===== src/rtl/watch_time_ctrl.sv =====
// watch_time_ctrl: sequences pulse/clear strobes to the seconds, minutes and hours counters.
// Optional macro WATCH_AUTO_REPEAT_EN adds hold-to-repeat on btn_inc in the SET modes.
module watch_time_ctrl #(
    parameter int PLS_W      = 4,
    parameter int BLINK_DIV  = 25000000,
    parameter int REPEAT_DLY = 50000000,
    parameter int REPEAT_PER = 10000000
) (
    input  logic       clk,
    input  logic       rst,
    input  logic       tick_1hz,
    input  logic       btn_mode,
    input  logic       btn_inc,
    input  logic       btn_clr,
    input  logic       sec_carry,
    input  logic       min_carry,
    output logic       sec_pls,
    output logic       min_pls,
    output logic       hr_pls,
    output logic       sec_clr,
    output logic       min_clr,
    output logic       hr_clr,
    output logic [1:0] mode,
    output logic       blink
);

    localparam logic [1:0] MODE_RUN     = 2'd0;
    localparam logic [1:0] MODE_SET_HR  = 2'd1;
    localparam logic [1:0] MODE_SET_MIN = 2'd2;
    localparam logic [1:0] MODE_SET_SEC = 2'd3;

    localparam logic [1:0] CH_IDLE = 2'd0;
    localparam logic [1:0] CH_HIGH = 2'd1;
    localparam logic [1:0] CH_LOW  = 2'd2;

    localparam int PW_W = $clog2(PLS_W + 1);
    localparam int BD_W = $clog2(BLINK_DIV + 1);
    localparam logic [PW_W-1:0] PLS_LAST   = PW_W'(PLS_W - 1);
    localparam logic [PW_W-1:0] PLS_LOAD   = PW_W'(PLS_W);
    localparam logic [BD_W-1:0] BLINK_LAST = BD_W'(BLINK_DIV - 1);

    // Button vectors are ordered {clr, inc, mode}; channel index 0=sec, 1=min, 2=hr.
    logic [2:0]      sync1_q, sync1_d, sync2_q, sync2_d, sync3_q, sync3_d;
    logic [2:0]      evt_q, evt_d;
    logic [1:0]      carry_dly_q, carry_dly_d, carry_fall_q, carry_fall_d;
    logic [1:0]      mode_q, mode_d;
    logic            blink_q, blink_d;
    logic [BD_W-1:0] blink_cnt_q, blink_cnt_d;
    logic [1:0]      ch_st_q [3];
    logic [1:0]      ch_st_d [3];
    logic [PW_W-1:0] ch_cnt_q [3];
    logic [PW_W-1:0] ch_cnt_d [3];
    logic [PW_W-1:0] clr_cnt_q [3];
    logic [PW_W-1:0] clr_cnt_d [3];
    logic [2:0]      pend_q, pend_d, clr_wait_q, clr_wait_d;
    logic [2:0]      sel, pls_req, clr_req, pend_eff, clr_start;
    logic            run, inc_req, rep_fire;

    always_comb begin
        sync1_d      = {btn_clr, btn_inc, btn_mode};
        sync2_d      = sync1_q;
        sync3_d      = sync2_q;
        evt_d        = sync2_q & ~sync3_q;
        carry_dly_d  = {min_carry, sec_carry};
        carry_fall_d = carry_dly_q & ~{min_carry, sec_carry};
    end

    always_comb begin
        run        = (mode_q == MODE_RUN);
        sel        = {mode_q == MODE_SET_HR, mode_q == MODE_SET_MIN, mode_q == MODE_SET_SEC};
        inc_req    = evt_q[1] | rep_fire;
        pls_req[0] = run ? tick_1hz        : (inc_req & sel[0]);
        pls_req[1] = run ? carry_fall_q[0] : (inc_req & sel[1]);
        pls_req[2] = run ? carry_fall_q[1] : (inc_req & sel[2]);
        clr_req    = evt_q[2] ? (run ? 3'b111 : sel) : 3'b000;
    end

`ifdef WATCH_AUTO_REPEAT_EN
    localparam int RP_W = $clog2(REPEAT_DLY + 1);
    logic [RP_W-1:0] rep_cnt_q, rep_cnt_d;

    // After the first repeat the counter is rewound so later repeats come every REPEAT_PER.
    always_comb begin
        rep_fire  = 1'b0;
        rep_cnt_d = '0;
        if (!run && sync2_q[1]) begin
            if (rep_cnt_q == RP_W'(REPEAT_DLY - 1)) begin
                rep_fire  = 1'b1;
                rep_cnt_d = RP_W'(REPEAT_DLY - REPEAT_PER);
            end else begin
                rep_cnt_d = rep_cnt_q + RP_W'(1);
            end
        end
    end

    always_ff @(posedge clk or posedge rst) begin
        if (rst) rep_cnt_q <= '0;
        else     rep_cnt_q <= rep_cnt_d;
    end
`else
    assign rep_fire = 1'b0;
`endif

    always_comb begin
        mode_d      = evt_q[0] ? mode_q + 2'd1 : mode_q;
        blink_d     = blink_q;
        blink_cnt_d = blink_cnt_q;
        if (evt_q[0]) begin
            blink_cnt_d = '0;
            blink_d     = (mode_d != MODE_RUN);
        end else if (run) begin
            blink_cnt_d = '0;
            blink_d     = 1'b0;
        end else if (blink_cnt_q == BLINK_LAST) begin
            blink_cnt_d = '0;
            blink_d     = ~blink_q;
        end else begin
            blink_cnt_d = blink_cnt_q + BD_W'(1);
        end
    end

    // A clear cancels the pending pulse before anything else looks at it.
    always_comb begin
        pend_eff   = '0;
        pend_d     = '0;
        clr_start  = '0;
        clr_wait_d = '0;
        for (int i = 0; i < 3; i++) begin
            ch_st_d[i]  = ch_st_q[i];
            ch_cnt_d[i] = ch_cnt_q[i];
            pend_eff[i] = pend_q[i] & ~clr_req[i];
            pend_d[i]   = pend_eff[i];
            case (ch_st_q[i])
                CH_IDLE: begin
                    if (pls_req[i]) begin
                        ch_st_d[i]  = CH_HIGH;
                        ch_cnt_d[i] = '0;
                    end
                end
                CH_HIGH: begin
                    pend_d[i] = pend_eff[i] | pls_req[i];
                    if (ch_cnt_q[i] == PLS_LAST) begin
                        ch_st_d[i]  = CH_LOW;
                        ch_cnt_d[i] = '0;
                    end else begin
                        ch_cnt_d[i] = ch_cnt_q[i] + PW_W'(1);
                    end
                end
                CH_LOW: begin
                    if (ch_cnt_q[i] == PLS_LAST) begin
                        pend_d[i]   = 1'b0;
                        ch_cnt_d[i] = '0;
                        ch_st_d[i]  = (pend_eff[i] | pls_req[i]) ? CH_HIGH : CH_IDLE;
                    end else begin
                        pend_d[i]   = pend_eff[i] | pls_req[i];
                        ch_cnt_d[i] = ch_cnt_q[i] + PW_W'(1);
                    end
                end
                default: begin
                    ch_st_d[i]  = CH_IDLE;
                    ch_cnt_d[i] = '0;
                    pend_d[i]   = 1'b0;
                end
            endcase
            // A clear waits out any high phase so the counter never sees both at once.
            clr_start[i]  = (clr_req[i] | clr_wait_q[i]) & (ch_st_d[i] != CH_HIGH);
            clr_wait_d[i] = (clr_req[i] | clr_wait_q[i]) & ~clr_start[i];
            if (clr_start[i])               clr_cnt_d[i] = PLS_LOAD;
            else if (clr_cnt_q[i] != '0)    clr_cnt_d[i] = clr_cnt_q[i] - PW_W'(1);
            else                            clr_cnt_d[i] = '0;
        end
    end

    always_ff @(posedge clk or posedge rst) begin
        if (rst) begin
            sync1_q      <= '0;
            sync2_q      <= '0;
            sync3_q      <= '0;
            evt_q        <= '0;
            carry_dly_q  <= '0;
            carry_fall_q <= '0;
            mode_q       <= MODE_RUN;
            blink_q      <= 1'b0;
            blink_cnt_q  <= '0;
            pend_q       <= '0;
            clr_wait_q   <= '0;
            for (int i = 0; i < 3; i++) begin
                ch_st_q[i]   <= CH_IDLE;
                ch_cnt_q[i]  <= '0;
                clr_cnt_q[i] <= '0;
            end
        end else begin
            sync1_q      <= sync1_d;
            sync2_q      <= sync2_d;
            sync3_q      <= sync3_d;
            evt_q        <= evt_d;
            carry_dly_q  <= carry_dly_d;
            carry_fall_q <= carry_fall_d;
            mode_q       <= mode_d;
            blink_q      <= blink_d;
            blink_cnt_q  <= blink_cnt_d;
            pend_q       <= pend_d;
            clr_wait_q   <= clr_wait_d;
            for (int i = 0; i < 3; i++) begin
                ch_st_q[i]   <= ch_st_d[i];
                ch_cnt_q[i]  <= ch_cnt_d[i];
                clr_cnt_q[i] <= clr_cnt_d[i];
            end
        end
    end

    assign sec_pls = (ch_st_q[0] == CH_HIGH);
    assign min_pls = (ch_st_q[1] == CH_HIGH);
    assign hr_pls  = (ch_st_q[2] == CH_HIGH);
    assign sec_clr = (clr_cnt_q[0] != '0);
    assign min_clr = (clr_cnt_q[1] != '0);
    assign hr_clr  = (clr_cnt_q[2] != '0);
    assign mode    = mode_q;
    assign blink   = blink_q;

endmodule


===== config.mk =====
export PLATFORM = sky130hd
export DESIGN_NAME = watch_time_ctrl
export DESIGN_NICKNAME = d
export VERILOG_FILES = /design/src/rtl/watch_time_ctrl.sv
export SDC_FILE = /design/constraint.sdc
export NUM_CORES = 1
export LEC_CHECK = 0
export ABC_AREA = 1
export CORE_UTILIZATION = 60
export DETAILED_ROUTE_END_ITERATION = 7
export MAX_ROUTING_LAYER = met4
export PLACE_DENSITY = 0.75
export SYNTH_ARGS = -nofsm -noshare
export SYNTH_HDL_FRONTEND = slang
export SYNTH_SLANG_ARGS = --single-unit

===== constraint.sdc =====
create_clock -name clk -period 3.54 [get_ports clk]
set_clock_uncertainty 0.2 [all_clocks]
set_input_delay 0.708 -clock clk [delete_from_list [all_inputs] [get_ports clk]]
set_output_delay 0.708 -clock clk [all_outputs]
set_load 0.05 [all_outputs]

==> results, run 1 <==
- The total die area is 6680 µm².
- STA puts the critical path data arrival time at 1850 ps.
- Registers take 1850 µm².
- The final standard cell utilization of the core is 70.8%.
- The H-tree was split into 3 levels.
- Dividing the synthesized area by the synthesized cell count gives 8.28 µm².
- The number of distinct standard cells referenced by the synthesized netlist is 34.
- The final count of pins violating max slew was 0.
- The first global-routing pass estimated 11,400 µm of wire.
- Of all nets on the critical path, the largest fanout is 3.
- The most common library cell in the layout ignoring fill and taps is sky130_fd_sc_hd__nand2_1.
- Dividing total power by cell area gives a power density of 712 nW/µm².
- The sequential share of the synthesized area is 48.5%.
- For the pin with the worst max-slew slack, the measured transition is 502 ps.
- The die is 81.8 µm wide.
- TritonCTS built the clock tree.
- Summed over all layers, the routed wires come to 6730 µm.
- The number of antenna diodes in the final layout is 0.
- After routing the design area is 4260 µm².
- Synthesis inferred 74 register bits.
- The number of routed nets with antenna violations is 0.
- The first detailed-routing pass ran for 4 iterations.
- The net count after synthesis is 495.
- The starting density of the core is 63.3%.
- At the later pin of the worst-skew pair, clock insertion delay measures 340 ps.
- The clock-pin slew of the registers on the worst-case setup and hold paths is 70 ps.
- The kind of start point of the critical path is a flop.
- The maximum single-stage delay on the critical path is 810 ps.
- The biggest area contributor in the post-synthesis netlist is sky130_fd_sc_hd__dfrtp_1.
- The maximum vdd ir drop is 0.500 mV.
- The maximum root-to-sink buffer count is 2.
- The count of synthesis-stage warnings from yosys is 0.
- In this run the standard cell core region covers 6030 µm².
- Relative to the synthesized area, the layout overhead comes to 11.7%.
- The worst setup margin is 780 ps.
- In this run the static leakage power is 0.00213 µW.
- The average wire length per cell after detail routing is 11.9 µm.
- The initial detailed-routing violation count is 186.
- Entering global routing, the biggest net connects 75 pins.
- The maximum achievable frequency is 362 MHz.
- The number of rows in the core area is 28.
- For this design, the slowest cell found on the critical path is sky130_fd_sc_hd__clkdlybuf4s50_1.
- The total global routing overflow is 0.
- The family with the most delay on the worst path is buffers and inverters.
- The overall routing resource usage is 23.5%.
- The headroom to the max-slew limit is 66.4%.
- Once detailed placement completed, the half-perimeter wirelength came to 4900 µm.
- The number of cells produced by synthesis is 461.
- The multi-input gate area in the final layout is 1620 µm².
- Data on the critical path is required at its endpoint by 2630 ps.
- Using the TritonRoute via totals, the vias-per-cell ratio works out to 5.16.
- The number of buffers created by CTS is 9.
- The top cell type by area accounts for 48.5% of the synthesized area.
- The run finished with clean final reports.
- The number of vias after detailed routing is 2,921.
- After clock tree synthesis, the repair step resized 0 gates.
- The cell area after synthesis is 3820 µm².
- The classification of the worst setup path is reg -> out.
- Post-CTS timing repair inserted 0 buffers for setup.
- After filler insertion, the fill cell instance count of the layout stands at 482.
- Hold repair after CTS inserted 0 buffers.
- The signal on the critical path passes through inv_1 > ha_1 > clkdlybuf4s50_1.
- Setup violations remaining at the end of the flow were counted as 0.
- The tightest min-delay check is of the reg -> reg type.
- The proportion of layout cells with a drive suffix above 1 is 6.92%.
- Subtracting the final worst setup slack from the clock period gives 2760 ps.
- Port buffering added 16 buffers.
- After layout, the worst path uses 78.0% of the clock period.
- The top cell types in the final layout, fill and taps aside, are 90 x sky130_fd_sc_hd__nand2_1, 82 x sky130_fd_sc_hd__inv_1, 74 x sky130_fd_sc_hd__dfrtp_1.
- The die height is 81.8 µm.
- For this design, the sink count on the clock tree is 74.
- Setup repair after global routing left no endpoint under its margin.
- Timing analysis after detailed placement gives a worst setup slack of 1140 ps.
- The standard cell area after detailed placement is 4070 µm².
- The final RePlAce weighted congestion is 0.853.
- By area the synthesized netlist is led by sky130_fd_sc_hd__dfrtp_1 49%, sky130_fd_sc_hd__nand2_1 8.9%, sky130_fd_sc_hd__ha_1 8.5%, sky130_fd_sc_hd__inv_1 8.2%, sky130_fd_sc_hd__nor2_1 5.9%.
- At the end of the flow, the number of nets in the layout was 520.
- During I/O placement, the number of pins put on the boundary was 17.
- Setup total negative slack on the finished layout was measured at 0 ps.
- The initial antenna violation count is 0.
- STA classifies the critical path endpoint as an output pin.
- The number of maximum-capacitance violations is 0.
- Clock tree synthesis selected as its root buffer the cell sky130_fd_sc_hd__clkbuf_8.
- The number of buffers and inverters on the critical path is 2.
- The via count of the first global-routing pass is 2,755.
- The number of remaining DRC errors is 0.
- The final hold violation count is 0.
Yosys cell counts:
| cell | number |
|---|---|
| sky130_fd_sc_hd__nand2_1 | 90 |
| sky130_fd_sc_hd__inv_1 | 83 |
| sky130_fd_sc_hd__dfrtp_1 | 74 |
| sky130_fd_sc_hd__nor2_1 | 60 |
| sky130_fd_sc_hd__a21oi_1 | 31 |
| sky130_fd_sc_hd__ha_1 | 26 |
| sky130_fd_sc_hd__nand3_1 | 24 |
| sky130_fd_sc_hd__nor3_1 | 14 |
| sky130_fd_sc_hd__o21ai_0 | 12 |
| sky130_fd_sc_hd__nand4_1 | 8 |
| sky130_fd_sc_hd__xor2_1 | 5 |
| sky130_fd_sc_hd__inv_2 | 3 |
| sky130_fd_sc_hd__nor2_4 | 3 |
| sky130_fd_sc_hd__o21ai_2 | 3 |
| sky130_fd_sc_hd__or2_2 | 3 |
| sky130_fd_sc_hd__a31oi_1 | 2 |
| sky130_fd_sc_hd__nand2_2 | 2 |
| sky130_fd_sc_hd__o21ai_1 | 2 |
| sky130_fd_sc_hd__a21boi_0 | 1 |
| sky130_fd_sc_hd__a22oi_1 | 1 |
| sky130_fd_sc_hd__and3_1 | 1 |
| sky130_fd_sc_hd__buf_2 | 1 |
| sky130_fd_sc_hd__buf_4 | 1 |
| sky130_fd_sc_hd__buf_6 | 1 |
| sky130_fd_sc_hd__nand3_2 | 1 |
| sky130_fd_sc_hd__nand3_4 | 1 |
| sky130_fd_sc_hd__nand3b_1 | 1 |
| sky130_fd_sc_hd__nor2_2 | 1 |
| sky130_fd_sc_hd__nor3_2 | 1 |
| sky130_fd_sc_hd__nor3_4 | 1 |
| sky130_fd_sc_hd__nor3b_1 | 1 |
| sky130_fd_sc_hd__nor4_1 | 1 |
| sky130_fd_sc_hd__o21a_1 | 1 |
| sky130_fd_sc_hd__or2_0 | 1 |
registers in the layout, indices dropped and copies added, names as in the netlist:
register and cells:
blink 1, blink_cnt_q 25, carry_dly_q 2, carry_fall_q 2, ch_cnt_q 9, ch_st_q 6
clr_cnt_q 9, clr_wait_q 3, evt_q 3, mode 2, pend_q 3, sync1_q 3
sync2_q 3, sync3_q 3
path summary, 6_finish.rpt:
check	start	end	slack, ps	depth (start not counted)
worst max-delay path	ch_st_q[1]	hr_pls	780	3
worst min-delay path	sync1_q[1]	sync2_q[1]	150	0
worst max register to register	mode[0]	clr_cnt_q[2]	1290	11
worst min register to register	sync1_q[1]	sync2_q[1]	150	0
max in group asynchronous	rst	clr_cnt_q[8]	2270	3
min in group asynchronous	rst	blink_cnt_q[5]	570	3
power by group:
part / switching (µW) / total, µW / internal, µW / leakage [µW]
registers: 103 / 1110 / 1000 / 0.000973
clock network: 291 / 656 / 364 / 0.000101
logic: 843 / 1270 / 431 / 0.00105
metal layers:
metal	wire [µm]	track usage (%)	vias up
met4	121	9.12	0
met1	3120	27.6	1377
met3	152	4.33	9
met2	3340	39.8	39
met5	0	-	-
li1	-	-	1496
final cells by class:
cell class | instances | area share (%)
clock buffers | 14 | 3.81
clock inverters | 2 | 0.822
inverters | 86 | 7.57
multi-input cells | 298 | 37.9
flip-flops and latches | 74 | 43.4
well taps | 75 | 2.20
repair buffers | 17 | 4.23
per-stage QoR:
stage,power (µW),hold WS [ps],instances
2_1_floorplan,2090,131,461
3_3_place_gp,2340,133,550
3_5_place_dp,2390,136,550
4_1_cts,3060,151,566
5_1_grt,3270,158,566
6_report,3040,147,566
logic make-up (layout without fill, tap and decap cells):
family          after synthesis  after routing  synth area share [%]
simple gates                214            214                  25.2
flops                        74             74                  48.5
xor+xnor                      5              5                  1.15
buf+inv                      89            119                  9.08
fa+ha+maj                    26             26                  8.52
compound gates               53             53                  7.51
Note: power is estimated with default switching activity, not from simulation.
==> run 2, diff against run 1 <==
==> constraint.sdc (replaced) <==
create_clock -name clk -period 2.88 [get_ports clk]
set_clock_uncertainty 0.2 [all_clocks]
set_input_delay 0.576 -clock clk [delete_from_list [all_inputs] [get_ports clk]]
set_output_delay 0.576 -clock clk [all_outputs]
set_load 0.05 [all_outputs]
==> run 2 against run 1 <==
Sequential power grew 23%. Clock power increased by 21%. Critical path type unchanged. Global-route usage up 0.51 points. Sequential cell count unchanged. Worst setup slack lost 520 ps. Largest power group unchanged.
==> results, run 2 (synthesized netlist as in run 1, its figures left out) <==
- The die covers 6680 µm².
- The maximum achievable frequency is 382 MHz.
- The family with the most delay on the worst path is buffers and inverters.
- After detailed routing, the number of remaining DRC violations is 0.
- The number of buffers and inverters on the critical path is 2.
- The worst setup path is captured at an output pin.
- The register with the most flip-flops in the layout has 25 of them.
- The critical path starts at ch_st_q[5].
- The number of antenna diodes in the final layout is 0.
- Registers are responsible for 36.7% of the overall power.
- The die is 81.8 µm tall.
- Setup violations remaining at the end of the flow were counted as 0.
- The maximum root-to-sink buffer count is 2.
- In this run the static leakage power is 0.00213 µW.
- Combinational logic is responsible for 42.0% of the overall power.
- The final non-filler cell total is 566.
- Global routing finished with a remaining overflow of 0.
- The per-cell via count in the routed design is 5.19.
- In this run the tool buffered the top-level ports with 16 buffer cells.
- The worst setup path is of the reg -> out kind.
- The number of buffers created by CTS is 9.
- The class of the most critical hold timing path is reg -> reg.
- The first global-routing pass estimated 11,800 µm of wire.
- The H-tree was split into 3 levels.
- The critical path goes through inv_1 > ha_1 > clkdlybuf4s50_1.
- The run finished with clean final reports.
- Routability-driven placement finished with a final weighted congestion of 0.843.
- Once the clock tree was built, the resizer swapped 0 gates to a different size.
- The largest register by flop count is blink_cnt_q.
- The via count of the first global-routing pass was 2,879.
- The shortest period the worst path allows is 2620 ps.
- The number of placed instances, taps included, is 550.
- The clock-pin slew of the registers on the worst-case setup and hold paths is 80 ps.
- Setup repair after global routing left no endpoint under its margin.
- For this block, the initial DRC count from the detailed router was 149.
- The final layout contains routed wiring with a total length of 6820 µm.
- In this run, post-CTS hold repair placed 0 buffers.
- The origin of the critical flop-to-flop path is mode[0].
- The number of cells on the worst reg-to-reg path is 11.
- The clock network fraction of total power is 21.3%.
- In this run the horizontal extent of the chip is 81.8 µm.
- The transition at the pin with the smallest max-transition slack is 504 ps.
- The worst pin sits at a relative slew slack of 66.3%.
- The maximum vdd ir drop is 0.671 mV.
- The internal portion of the total power is 2190 µW.
- For the worst-skew pair, the clock arrives at the later sink with an insertion delay of 340 ps.
- The top-level port count is 17.
- For the final routed database, the setup TNS stands at 0 ps.
- The number of routed nets with antenna violations is 0.
- Along the worst path, the maximum fanout reaches 3.
- The clock drives 74 sinks.
- In this run the standard cell core region covers 6030 µm².
- The final hold violation count was 0.
- The number of buffers inserted to repair setup after CTS is 0.
- The reported net switching power is 1520 µW.
- The critical path depth is 3.
- The cell chosen for the clock root is sky130_fd_sc_hd__clkbuf_8.
- After detailed routing, the average wire length per cell comes to 12.0 µm.
- STA puts the critical path data required time at 2100 ps.
- The number of detailed-routing iterations run before antenna repair is 4.
- Cells with a size suffix above 1 make up 7.33% of the layout.
- The critical path ends at sec_pls.
- In the final layout, the registers with the most flip-flops are blink_cnt_q: 25 flops, ch_cnt_q: 9 flops, clr_cnt_q: 9 flops.
- The maximum single-stage delay on the critical path is 810 ps.
- The kind of start point of the critical path is a flop.
- The count of nets after finishing is 520.
- The final count of pins violating max slew is 0.
- The final clock period utilization by the worst path is 90.9%.
- The initial antenna violation count is 0.
- The worst path arrival time is 1840 ps.
- Dividing total power by cell area gives a power density of 871 nW/µm².
- The library cell contributing the largest single delay on the critical path is sky130_fd_sc_hd__clkdlybuf4s50_1.
- TritonCTS built the clock tree.
- The number of rows in the core area is 28.
- The half-perimeter wire length of the detailed placement result is 5020 µm.
- Net switching is 41.0% of the power.
- The number of vias after detailed routing is 2,937.
- Across the run, the number of max-cap violations was 0.
- In the layout the commonest cells are 90 x sky130_fd_sc_hd__nand2_1, 82 x sky130_fd_sc_hd__inv_1, 74 x sky130_fd_sc_hd__dfrtp_1.
- In this run the register-to-register setup slack is 660 ps.
- The area growth from synthesis to layout is 11.8%.
- The most common library cell in the layout ignoring fill and taps is sky130_fd_sc_hd__nand2_1.
- The initial utilization of the core area, before any placement, comes to 63.3%.
- The worst register-to-register path ends at clr_cnt_q[2].
- For this run, the total global-route usage over all layers was measured as 24.0%.
- The maximum number of pins on one net before global-route repair is 60.
## run 2: cell type report
type	instances	area, µm²
repair buffers	17	180
flip-flops and latches	74	1850
inverters	86	323
clock buffers	15	196
well taps	75	93.8
clock inverters	1	5.00
fillers	486	1760
multi-input cells	298	1620
## run 2: power by group through the flow
stage               Combinational, µW  Clock [µW]  Sequential, µW
floorplan                        1140           0            1420
global placement                 1510           0            1370
detailed placement               1550           0            1380
CTS                              1570         808            1360
global route                     1760         852            1390
finish                           1560         792            1360
## run 2: through the flow
stage	total power [µW]	instance area, µm²	worst slack, ps	hold slack [ps]	util, %
2_1_floorplan	2570	3820	222	131	-
3_3_place_gp	2880	4070	657	134	67.5
3_5_place_dp	2940	4070	615	139	67.5
4_1_cts	3740	4270	236	156	70.8
5_1_grt	4000	4270	162	164	70.8
6_report	3720	4270	261	150	70.8
## run 2: worst min-delay path by stage
stage	slack, ps	end	cells past startpoint	start
after floorplan	130	sync2_q[0]	0	sync1_q[0]
after global placement	130	sync2_q[1]	0	sync1_q[1]
after detailed placement	140	sync2_q[1]	0	sync1_q[1]
after CTS	160	sync2_q[0]	0	sync1_q[0]
after global routing	160	sync2_q[2]	0	sync1_q[2]
final	150	sync2_q[0]	0	sync1_q[0]
## run 2: worst register-to-register path, delay by kind of cell, from the launching register on
kind                       cells  cell delay [ps]
and+or+nand+nor                7              760
DFF                            1              440
adders and majority gates      1              360
buffers and inverters          2              210
AOI/OAI and AO/OA              1              160
## run 2: routing by layer
layer	share of wire (%)	wire [µm]	up-vias	track usage (%)
met1	45	3080	1383	28.2
met3	2.8	192	9	4.11
met2	51	3450	51	40.7
li1	-	-	1494	-
met4	1.3	90	0	9.82
met5	0	0	-	-
